`src/rtl/ps2_cursor_tracker.sv`:
```
// ps2_cursor_tracker
// Assembles PS/2 mouse bytes into 3-byte (standard) or 4-byte (IntelliMouse)
// packets and maintains a cursor position clamped to the visible screen,
// together with button and wheel state.
//
// Ports:
//   clk          - system clock (50 MHz domain)
//   reset        - synchronous, active-high
//   mouse_data   - received PS/2 byte
//   mouse_valid  - one-cycle strobe qualifying mouse_data
//   cursor_x/y   - cursor column/row (row 0 = top), clamped to the screen
//   btn_*        - button state from the last good packet
//   wheel_delta  - signed wheel movement of the last packet (0 for 3-byte mode)
//   packet_valid - one-cycle pulse when the outputs above update
//   sync_error   - one-cycle pulse when a byte or partial packet is discarded
module ps2_cursor_tracker #(
  parameter int unsigned SCREEN_W    = 640,
  parameter int unsigned SCREEN_H    = 480,
  parameter int unsigned X_INIT      = 320,
  parameter int unsigned Y_INIT      = 240,
  parameter int unsigned PKT_BYTES   = 3,
  parameter int unsigned TIMEOUT_CYC = 50000
) (
  input  logic       clk,
  input  logic       reset,
  input  logic [7:0] mouse_data,
  input  logic       mouse_valid,
  output logic [9:0] cursor_x,
  output logic [9:0] cursor_y,
  output logic       btn_left,
  output logic       btn_right,
  output logic       btn_middle,
  output logic [3:0] wheel_delta,
  output logic       packet_valid,
  output logic       sync_error
);

  if (PKT_BYTES != 3 && PKT_BYTES != 4) begin : g_bad_pkt_bytes
    $error("ps2_cursor_tracker: PKT_BYTES must be 3 or 4");
  end

  localparam int unsigned CW = $clog2(TIMEOUT_CYC + 1);
  localparam logic [CW-1:0] IDLE_LAST = CW'(TIMEOUT_CYC - 1);

  localparam logic [9:0] X_MAX10 = 10'(SCREEN_W - 1);
  localparam logic [9:0] Y_MAX10 = 10'(SCREEN_H - 1);
  localparam logic signed [11:0] X_MAX = {2'b00, X_MAX10};
  localparam logic signed [11:0] Y_MAX = {2'b00, Y_MAX10};
  localparam logic [9:0] X_RST = 10'(X_INIT);
  localparam logic [9:0] Y_RST = 10'(Y_INIT);

  typedef enum logic [1:0] {
    S_STATUS,
    S_DX,
    S_DY,
    S_DZ
  } state_t;

  state_t          state_q, state_d;
  logic [CW-1:0]   idle_q, idle_d;
  logic [7:0]      stat_q, stat_d;
  logic [7:0]      bx_q, bx_d;
  logic [7:0]      by_q, by_d;
  logic [9:0]      cx_q, cx_d;
  logic [9:0]      cy_q, cy_d;
  logic [2:0]      btn_q, btn_d;
  logic [3:0]      wheel_q, wheel_d;
  logic            pkt_q, pkt_d;
  logic            err_q, err_d;

  // Bit 3 of the status byte is only the always-one sync marker.
  logic unused_stat_sync;
  assign unused_stat_sync = stat_q[3];

  logic                finish;
  logic [7:0]          byte_y;
  logic [8:0]          dx9, dy9;
  logic signed [11:0]  nx, ny;

  // In 3-byte mode the Y byte is the final byte and is still on mouse_data
  // when the packet completes; in 4-byte mode it was latched earlier.
  assign byte_y = (PKT_BYTES == 4) ? by_q : mouse_data;
  assign dx9    = stat_q[6] ? 9'd0 : {stat_q[4], bx_q};
  assign dy9    = stat_q[7] ? 9'd0 : {stat_q[5], byte_y};
  assign nx     = $signed({2'b00, cx_q}) + $signed({{3{dx9[8]}}, dx9});
  assign ny     = $signed({2'b00, cy_q}) - $signed({{3{dy9[8]}}, dy9});

  always_comb begin
    state_d = state_q;
    idle_d  = idle_q;
    stat_d  = stat_q;
    bx_d    = bx_q;
    by_d    = by_q;
    cx_d    = cx_q;
    cy_d    = cy_q;
    btn_d   = btn_q;
    wheel_d = wheel_q;
    pkt_d   = 1'b0;
    err_d   = 1'b0;
    finish  = 1'b0;

    if (state_q == S_STATUS) begin
      idle_d = '0;
      if (mouse_valid) begin
        if (mouse_data[3]) begin
          stat_d  = mouse_data;
          state_d = S_DX;
        end else begin
          err_d = 1'b1;
        end
      end
    end else if (mouse_valid) begin
      idle_d = '0;
      case (state_q)
        S_DX: begin
          bx_d    = mouse_data;
          state_d = S_DY;
        end
        S_DY: begin
          if (PKT_BYTES == 4) begin
            by_d    = mouse_data;
            state_d = S_DZ;
          end else begin
            finish  = 1'b1;
            state_d = S_STATUS;
          end
        end
        default: begin
          finish  = 1'b1;
          state_d = S_STATUS;
        end
      endcase
    end else if (idle_q == IDLE_LAST) begin
      state_d = S_STATUS;
      idle_d  = '0;
      err_d   = 1'b1;
    end else begin
      idle_d = idle_q + 1'b1;
    end

    if (finish) begin
      pkt_d = 1'b1;
      btn_d = stat_q[2:0];
      if (nx[11])          cx_d = '0;
      else if (nx > X_MAX) cx_d = X_MAX10;
      else                 cx_d = nx[9:0];
      if (ny[11])          cy_d = '0;
      else if (ny > Y_MAX) cy_d = Y_MAX10;
      else                 cy_d = ny[9:0];
      wheel_d = (PKT_BYTES == 4) ? mouse_data[3:0] : 4'd0;
    end
  end

  always_ff @(posedge clk) begin
    if (reset) begin
      state_q <= S_STATUS;
      idle_q  <= '0;
      stat_q  <= '0;
      bx_q    <= '0;
      by_q    <= '0;
      cx_q    <= X_RST;
      cy_q    <= Y_RST;
      btn_q   <= '0;
      wheel_q <= '0;
      pkt_q   <= 1'b0;
      err_q   <= 1'b0;
    end else begin
      state_q <= state_d;
      idle_q  <= idle_d;
      stat_q  <= stat_d;
      bx_q    <= bx_d;
      by_q    <= by_d;
      cx_q    <= cx_d;
      cy_q    <= cy_d;
      btn_q   <= btn_d;
      wheel_q <= wheel_d;
      pkt_q   <= pkt_d;
      err_q   <= err_d;
    end
  end

  assign cursor_x     = cx_q;
  assign cursor_y     = cy_q;
  assign btn_left     = btn_q[0];
  assign btn_right    = btn_q[1];
  assign btn_middle   = btn_q[2];
  assign wheel_delta  = wheel_q;
  assign packet_valid = pkt_q;
  assign sync_error   = err_q;

endmodule

```
`config.mk`:
```
export PLATFORM = sky130hd
export DESIGN_NAME = ps2_cursor_tracker
export DESIGN_NICKNAME = d
export VERILOG_FILES = /design/src/rtl/ps2_cursor_tracker.sv
export SDC_FILE = /design/constraint.sdc
export NUM_CORES = 1
export LEC_CHECK = 0
export CORE_UTILIZATION = 45
export CTS_CLUSTER_SIZE = 8
export DETAILED_ROUTE_END_ITERATION = 10
export GPL_TIMING_DRIVEN = 0
export PLACE_DENSITY = 0.66
export SLEW_MARGIN = 25
export SYNTH_ARGS = -nofsm -noshare
export SYNTH_HDL_FRONTEND = slang
export SYNTH_SLANG_ARGS = --single-unit
```
`constraint.sdc`:
```
create_clock -name clk -period 7.6 [get_ports clk]
set_input_delay 2.28 -clock clk [delete_from_list [all_inputs] [get_ports clk]]
set_output_delay 2.28 -clock clk [all_outputs]
set_load 0.01 [all_outputs]
```
Yosys cells after proc, flatten, opt, wreduce, memory -nomap -nowiden
Cells that the tools add are included.
{"block": "word_totals", "register_bits": 59, "in_bits": 11, "word_cells": 46}
{"block": "classes", "n_lt_le_gt_ge": 2, "mux": 21, "add_sub_neg": 3, "bitwise_logic": 1, "n_eq_ne": 4, "n_reduce_logical": 6}
{"op": "$mux W10", "n": 4}
{"op": "$mux W9", "n": 2}
{"op": "$add A16 B1 Y16 const B", "n": 1}
{"op": "$eq A16 B16 Y1 const B", "n": 1}
{"op": "$add A11 B9 Y12", "n": 1}
{"op": "$gt A12 B10 Y1 const B", "n": 1}
{"op": "$gt A12 B11 Y1 const B", "n": 1}
{"op": "$mux W2", "n": 6}
{"op": "$sub A11 B9 Y12", "n": 1}
{"op": "$mux W1", "n": 9}
{"op": "$reduce_and A3 Y1", "n": 3}
{"op": "$ne A2 B2 Y1 const B", "n": 2}
{"op": "$reduce_or A4 Y1", "n": 1}
{"op": "$eq A2 B1 Y1 const B", "n": 1}
{"op": "$logic_not A2 Y1", "n": 1}
{"op": "$reduce_bool A2 Y1", "n": 1}
{"op": "$not A1 Y1", "n": 1}

Longest topological paths before layout
{"block": "logic_depth", "word_depth": 5, "ltp_mapped": 12, "depth_no_buf": 11}

Worst setup path after synthesis
No wires, ideal clock.
{"block": "synth_timing", "path_type": "input -> register", "startpoint": "in mouse_data[0]", "endpoint": "reg cy_q[0] (netlist: cursor_y[0])", "setup_slack_ns": 3.081, "setup_ns": 0.130, "cell_stages": 11, "t_arrival_ns": 4.389, "cell_sequence": "nor2b_1 > ha_1 > inv_1 > fa_1 > a21o_1 > a221oi_2 > a221oi_1 > a21o_1 > a31o_2 > o22ai_2 > o211ai_1"}
{"block": "synth_via", "elab_chain_cells": 5}
{"item": "from (decl)", "line": "26", "rtl": "input logic [7:0] mouse_data,"}
{"item": "$mux W9 *", "line": "84", "rtl": "assign dy9 = stat_q[7] ? 9'd0 : {stat_q[5], byte_y};"}
{"item": "$sub A11 B9 Y12 *", "line": "86", "rtl": "assign ny = $signed({2'b00, cy_q}) - $signed({{3{dy9[8]}}, dy9});"}
{"item": "$gt A12 B10 Y1", "line": "148", "rtl": "else if (ny > Y_MAX) cy_d = Y_MAX10;"}
{"item": "$mux W10", "line": "148"}
{"item": "$mux W10 *", "line": "147", "rtl": "if (ny[11]) cy_d = '0;"}
{"item": "to (signal assigned)", "line": "174", "rtl": "cy_q <= cy_d;"}
{"item": "to (decl)", "line": "65", "rtl": "logic [9:0] cy_q, cy_d;"}
Every way passes the cells marked *; elsewhere a longest branch is shown, timed or not.
A chain may end at the register's enable or synchronous reset.

Final worst setup path
{"block": "layout_timing", "startpoint": "in mouse_data[0]", "endpoint": "reg cy_q[3] (netlist: cursor_y[3])"}
The elaborated chain is that of the path after synthesis.

==> flow_metrics.py <==
metrics = {
    "outcome": {
        "outcome": "finished clean",
    },
    "cells_and_area": {
        "syn2layout_area_growth_pct": 19.7,
        "drive_above_1_share_pct": 8.42,
        "stdcell_count": 589,
        "final_nets": 519,
        "num_antenna_cells": 0,
    },
    "cts": {
        "ctsHtreeMaxLevel": 3,
        "path_clk_slew_ns": 0.07,
        "clock_latency_ns": 0.33,
        "postCtsHoldBufs": 0,
        "post_cts_buffers": 0,
        "cts-buffers-inserted": 9,
        "tritoncts": "yes",
        "cts_buffer_depth": 2,
        "cts_resized": 0,
        "root_buffer": "clkbuf_8",
        "clock-sinks": 58,
    },
    "pwr": {
        "power.density_nw_per_um2": 171,
        "leakagePower_uw": 0.00174,
        "peakVddDrop_v": 0.000108,
    },
    "floorplanning": {
        "io_pins": 40,
        "num_rows": 32,
        "dieArea_sq_um": 8330,
        "die_h_um": 91.3,
        "die_w_um": 91.3,
        "start_util_pct": 46.4,
        "core_sq_um": 7730,
    },
    "placement": {
        "dp.cells": 573,
        "port_buffers": 35,
        "place.gp.congestion": 0.847,
        "hpwl_um": 6280,
    },
    "sta": {
        "hold_violations": 0,
        "max-slew-margin-rel_pct": 64.3,
        "drv_slew": 0,
        "max_clock_freq_mhz": 194,
        "min_period_ns": 5.14,
        "skew_ns": 0.0153,
        "rsz0062_at_grt": "false",
        "tns_ns": 0,
        "setup_viol": 0,
        "period_share_pct": 67.7,
        "worst_pin_slew_ns": 0.536,
    },
    "worst_setup_path": {
        "crit_type": "in2reg",
        "crit_chain": "clkdlybuf4s50_1 -> nor2b_1 -> ha_1 -> inv_1 -> fa_1 -> a21o_1 -> a221oi_2 -> a221oi_1 -> a21o_1 -> a31o_2 -> o22ai_2 -> o211ai_1",
        "worst_path_max_delay_cell": "clkdlybuf4s50_1",
        "cp-start-kind": "input port",
        "crit_fanout": 7,
        "cp.arrival_ns": 5.35,
        "critPathMostFrequentCell": "a21o_1",
        "max_stage_delay_ns": 0.55,
        "critPathRequiredTime_ns": 7.81,
        "crit_path_end_kind": "flip-flop",
    },
    "detailed_routing": {
        "vias": 3177,
        "met1_length_um": 4050,
        "wl_um": 8300,
        "highest_layer": "met4",
        "drt-wirelength-per-cell_um": 14.1,
        "drt-initial-drc-count": 164,
        "drt_first_pass_iters": 4,
        "route.detailed.drc": 0,
        "viasPerCell": 5.39,
        "ant_nets": 0,
        "met3_length_um": 293,
        "wl_met2_um": 3860,
    },
    "min_path": {
        "hold_path.class": "reg2reg",
    },
    "synth": {
        "async_flop_share_pct": 0,
        "ys_ff_latch": 58,
        "yosysUniqueCellTypes": 65,
        "ys_warn_count": 0,
        "seq_area_frac_synth_pct": 32.4,
        "synth_edf_count": 0,
        "netlist_instances": 433,
        "syn-cell-area_sq_um": 3590,
        "yosysTopAreaCellShare_pct": 32.4,
        "synth.largest_area_cell": "dfxtp_1",
        "synth.avg_cell_area_sq_um": 8.28,
        "synth_ff_type": "dfxtp_1",
        "synth_area_leaders": "dfxtp_1 32%, ha_1 8.4%, nand2_1 5.7%",
    },
    "global_routing": {
        "grt_first_pass_wirelength_um": 14300,
        "grt_usage_pct": 21.4,
        "grt_max_degree": 13,
        "antenna_found_initial": 0,
        "grt_pass1_vias": 2998,
        "gr-total-overflow": 0,
    },
    "flow_run": {
        "cap_violations": 0,
    },
}
==> path summary, 6_finish.rpt <==
kind	slack (ns)	to	cells after the start	start
worst max-delay path	2.46	cursor_y[3]	12	mouse_data[0]
worst min-delay path	0.46	bx_q[3]	2	bx_q[3]
worst max register to register	4.48	cursor_y[5]	11	stat_q[7]
worst min register to register	0.46	bx_q[3]	2	bx_q[3]
==> routing by layer <==
layer | vias to the layer above | GRT usage [%]
li1 | 1632 | -
met1 | 1468 | 29.6
met2 | 69 | 33.7
met3 | 8 | 3.60
met4 | 0 | 7.41
met5 | - | 0
==> state kept, by name, indices dropped and copies added, names as in the netlist <==
signal,cells
sync_error,1
stat_q,7
cursor_y,10
bx_q,8
cursor_x,10
state_q,2
idle_q,16
btn_q,3
packet_valid,1
==> synthesized netlist by cell type (8+ instances only) <==
cell	n
dfxtp_1	58
nand2_1	54
nor2_1	40
a21oi_1	32
ha_1	24
nand3_1	18
inv_1	16
xnor2_1	14
nand2b_1	11
nor2b_1	11
xor2_1	11
a21o_1	10
o211ai_1	10
mux2i_1	9
nor3_1	9
o21ai_0	9
and3_1	8
==> where the power goes <==
part	switching (uW)	internal (uW)
clock	122	193
sequential	3.92	309
combinational	60.7	45.7
total	187	548
==> worst max-delay path: cells and delay by family <==
kind | cells | cell delay [ns]
compound gates | 7 | 1.66
simple gates | 1 | 0.20
fa+ha+maj | 2 | 0.58
buf+inv | 2 | 0.60
==> cell type report <==
| class | instances | area, sq um |
|---|---|---|
| tap | 102 | 128 |
| timing repair buffer | 35 | 350 |
| multi-input combinational | 347 | 2280 |
| clock buffer | 11 | 141 |
| buffer | 15 | 95.1 |
| inverter | 16 | 60.1 |
| fill | 729 | 3430 |
| sequential | 58 | 1160 |
| clock inverter | 5 | 77.6 |
==> cells by family after synthesis <==
family | count (synthesis) | synth area share (%)
compound gates | 103 | 20.1
xor+xnor | 25 | 6.11
fa+ha+maj | 26 | 9.49
buf+inv | 31 | 4.33
flops | 58 | 32.4
mux | 9 | 2.51
other cells | 1 | 0.105
simple gates | 180 | 25.0
==> layout by cell type, fill, tap and decap left out, types with 3 or more instances in the layout <==
| cell type | n |
|---|---|
| clkbuf_1 | 8 |
| nand3_1 | 18 |
| o21a_1 | 3 |
| xor2_1 | 11 |
| conb_1 | 4 |
| clkdlybuf4s50_1 | 35 |
| nor3_1 | 9 |
| ha_1 | 24 |
| and2_1 | 5 |
| and4_1 | 5 |
| nor2_1 | 40 |
| a31oi_1 | 4 |
| dfxtp_1 | 58 |
| o31ai_1 | 3 |
| nand2b_1 | 11 |
| o211ai_1 | 10 |
| buf_6 | 3 |
| and3_1 | 8 |
| a21oi_1 | 32 |
| o2111ai_1 | 3 |
| buf_4 | 4 |
| or3_1 | 3 |
| o21ai_0 | 9 |
| mux2i_1 | 9 |
| a21o_1 | 10 |
| nand2_1 | 54 |
| inv_1 | 16 |
| clkbuf_8 | 10 |
| nor2b_1 | 11 |
| xnor2_1 | 14 |
==> metrics by stage <==
step / worst slack (ns) / instance area, sq um / hold slack [ns] / total power [uW] / util [%]
5_1_grt: 2.29 / 4290 / 0.480 / 771 / 55.6
3_5_place_dp: 2.12 / 4080 / 0.447 / 425 / 52.7
2_1_floorplan: 3.08 / 3600 / 0.426 / 395 / -
6_report: 2.46 / 4290 / 0.455 / 734 / 55.6
4_1_cts: 2.48 / 4290 / 0.455 / 741 / 55.6
3_3_place_gp: 2.07 / 4080 / 0.438 / 424 / 52.7
No activity file was read; power rests on OpenSTA's default activity.
==> RTL change (same flow settings) <==
Register the output `sync_error` once more, with the module's reset; this adds one clock of latency there. The other outputs are not delayed to match. Comments in the files are not updated.
--- a/src/rtl/ps2_cursor_tracker.sv
+++ b/src/rtl/ps2_cursor_tracker.sv
@@ -188,3 +188,9 @@
   assign packet_valid = pkt_q;
-  assign sync_error   = err_q;
+  always_ff @(posedge clk) begin
+    if (reset) begin
+      sync_error <= '0;
+    end else begin
+      sync_error <= err_q;
+    end
+  end
 
Check against the original RTL: not equivalent (Yosys sat finds a counterexample within 4 cycles, from zero or initial values and one cycle with reset high).
==> RTL change against the original RTL <==
Synthesized area decreased by 2.9%. Wire length decreased by 3.3%. Combinational power increased by 7%. Utilization increased by 0.90 points. Maximum frequency increased by 1.2%. Setup slack improved by 0.062 ns. Hold slack got worse by 0.0048 ns. Largest power group is now sequential cells. Design area decreased by 3.1%. Total power decreased by 3.0%. Sequential cell count increased by 1.
==> RTL change: results (changes against the original RTL) <==
Share of the yosys chip area belonging to registers -> 33.9% (+1.5 points)
First-pass GRT wire length -> 13,700 um (-4.3%)
Status -> completed
Clk_skew -> 0.0129 ns (-0.00233 ns)
Nets -> 506 (-2.5%)
Critical path peak fanout -> 5 (-2)
Fin Hold WS -> 0.450 ns (-0.00479 ns)
TritonRoute pass-1 iters -> 4 (unchanged)
Met3 Usage GRT -> 5.16% (+1.6 points)
Synth Area in Adders -> 9.77% (+0.28 points)
P_sw -> 0.200 mW (+7.0%)
Crit path DAT -> 5.31 ns (-0.04 ns)
Netlist cell types -> 57 (-12%)
Synth Area in Compound Gates -> 18.8% (-1.3 points)
Leak -> 1.67 nW (-4.0%)
Critical-path top delay cell -> or4_4
Via count of the first global-routing pass -> 2,924 (-2.5%)
Routing usage on met1 -> 28.6% (-0.99 points)
DR vias/cell -> 5.28 (-2.1%)
Post-synth top cells -> dfxtp_1, nor2_1, nand2_1
Initial DRC count -> 95 (-42%)
Post-synthesis mux area share -> 2.87% (+0.36 points)
Largest net degree at the start of global routing -> 12 (-1)
Share of cells above drive strength 1 -> 6.33% (-2.1 points)
XOR/XNOR share of the synthesized area -> 7.76% (+1.7 points)
Worst Tran Pin Value -> 0.773 ns (+0.237 ns)
Max VDD drop -> 0.112 mV (+3.8%)
DP Worst Slack -> 2.18 ns (+0.0546 ns)
Global Route met2 Usage -> 34.0% (+0.33 points)
Final setup margin -> 2.52 ns (+0.0622 ns)
Final Wtd Congestion -> 0.895 (+5.7%)
Hold Vio Cnt, Final -> 0 (unchanged)
CP max stage delay -> 0.59 ns (+0.04 ns)
Synth area leaders -> dfxtp_1, ha_1, a21oi_1, nor2_1, nand2_1
Async SR Flop Fraction -> 0% (unchanged)
[RTL change: cell count changes after synthesis, sizes merged, moves of 6 or more]
| cell | delta |
|---|---|
| nand2 | -12 |
| o211ai | -10 |
| a211oi | +8 |
| o21ai | +6 |
[RTL change: critical path: cells and delay by family]
family | cells | cell delay (ns)
simple gates | 3 | 0.96
compound gates | 4 | 0.74
fa+ha+maj | 2 | 0.63
buf+inv | 2 | 0.59
xor+xnor | 1 | 0.11
[RTL change: cell type report]
type                       instances  area [um^2]
buffer                            14         67.6
clock buffer                       9          124
clock inverter                     7         68.8
fill                             695         3210
inverter                          17         63.8
multi-input combinational        333         2180
sequential                        59         1180
tap                               99          124
timing repair buffer              35          350
[RTL change: power groups by stage]
stage | Sequential (mW) | Combinational [mW] | Clock (mW)
global placement | 0.325 | 0.110 | 0
floorplan | 0.325 | 0.0809 | 0
detailed placement | 0.326 | 0.111 | 0
global route | 0.319 | 0.125 | 0.304
CTS | 0.319 | 0.112 | 0.287
finish | 0.319 | 0.113 | 0.281
[RTL change: final timing paths]
| kind | start | end | cells after the start |
|---|---|---|---|
| max | mouse_data[0] | cursor_y[5] | 12 |
| min | bx_q[0] | bx_q[0] | 2 |
| max reg2reg | stat_q[7] | cursor_y[5] | 11 |
| min reg2reg | bx_q[0] | bx_q[0] | 2 |
[RTL change: cells by family after synthesis]
logic type,after synthesis
AOI/OAI and AO/OA,100
and+or+nand+nor,163
adders and majority gates,26
muxes,10
other,1
xor gates and xnor gates,30
DFF,59
buffers and inverters,31
[RTL change: through the flow]
step | area, um^2 | instances | utilization, %
after floorplan | 3490 | 423 | -
after global placement | 3970 | 557 | 53.9
after detailed placement | 3970 | 557 | 53.9
after CTS | 4160 | 573 | 56.5
after global routing | 4160 | 573 | 56.5
final | 4160 | 573 | 56.5
[RTL change: layer usage]
metal	vias up	wire, um
met5	-	0
met4	0	74
met3	8	266
met2	54	3620
met1	1395	4070
li1	1568	-
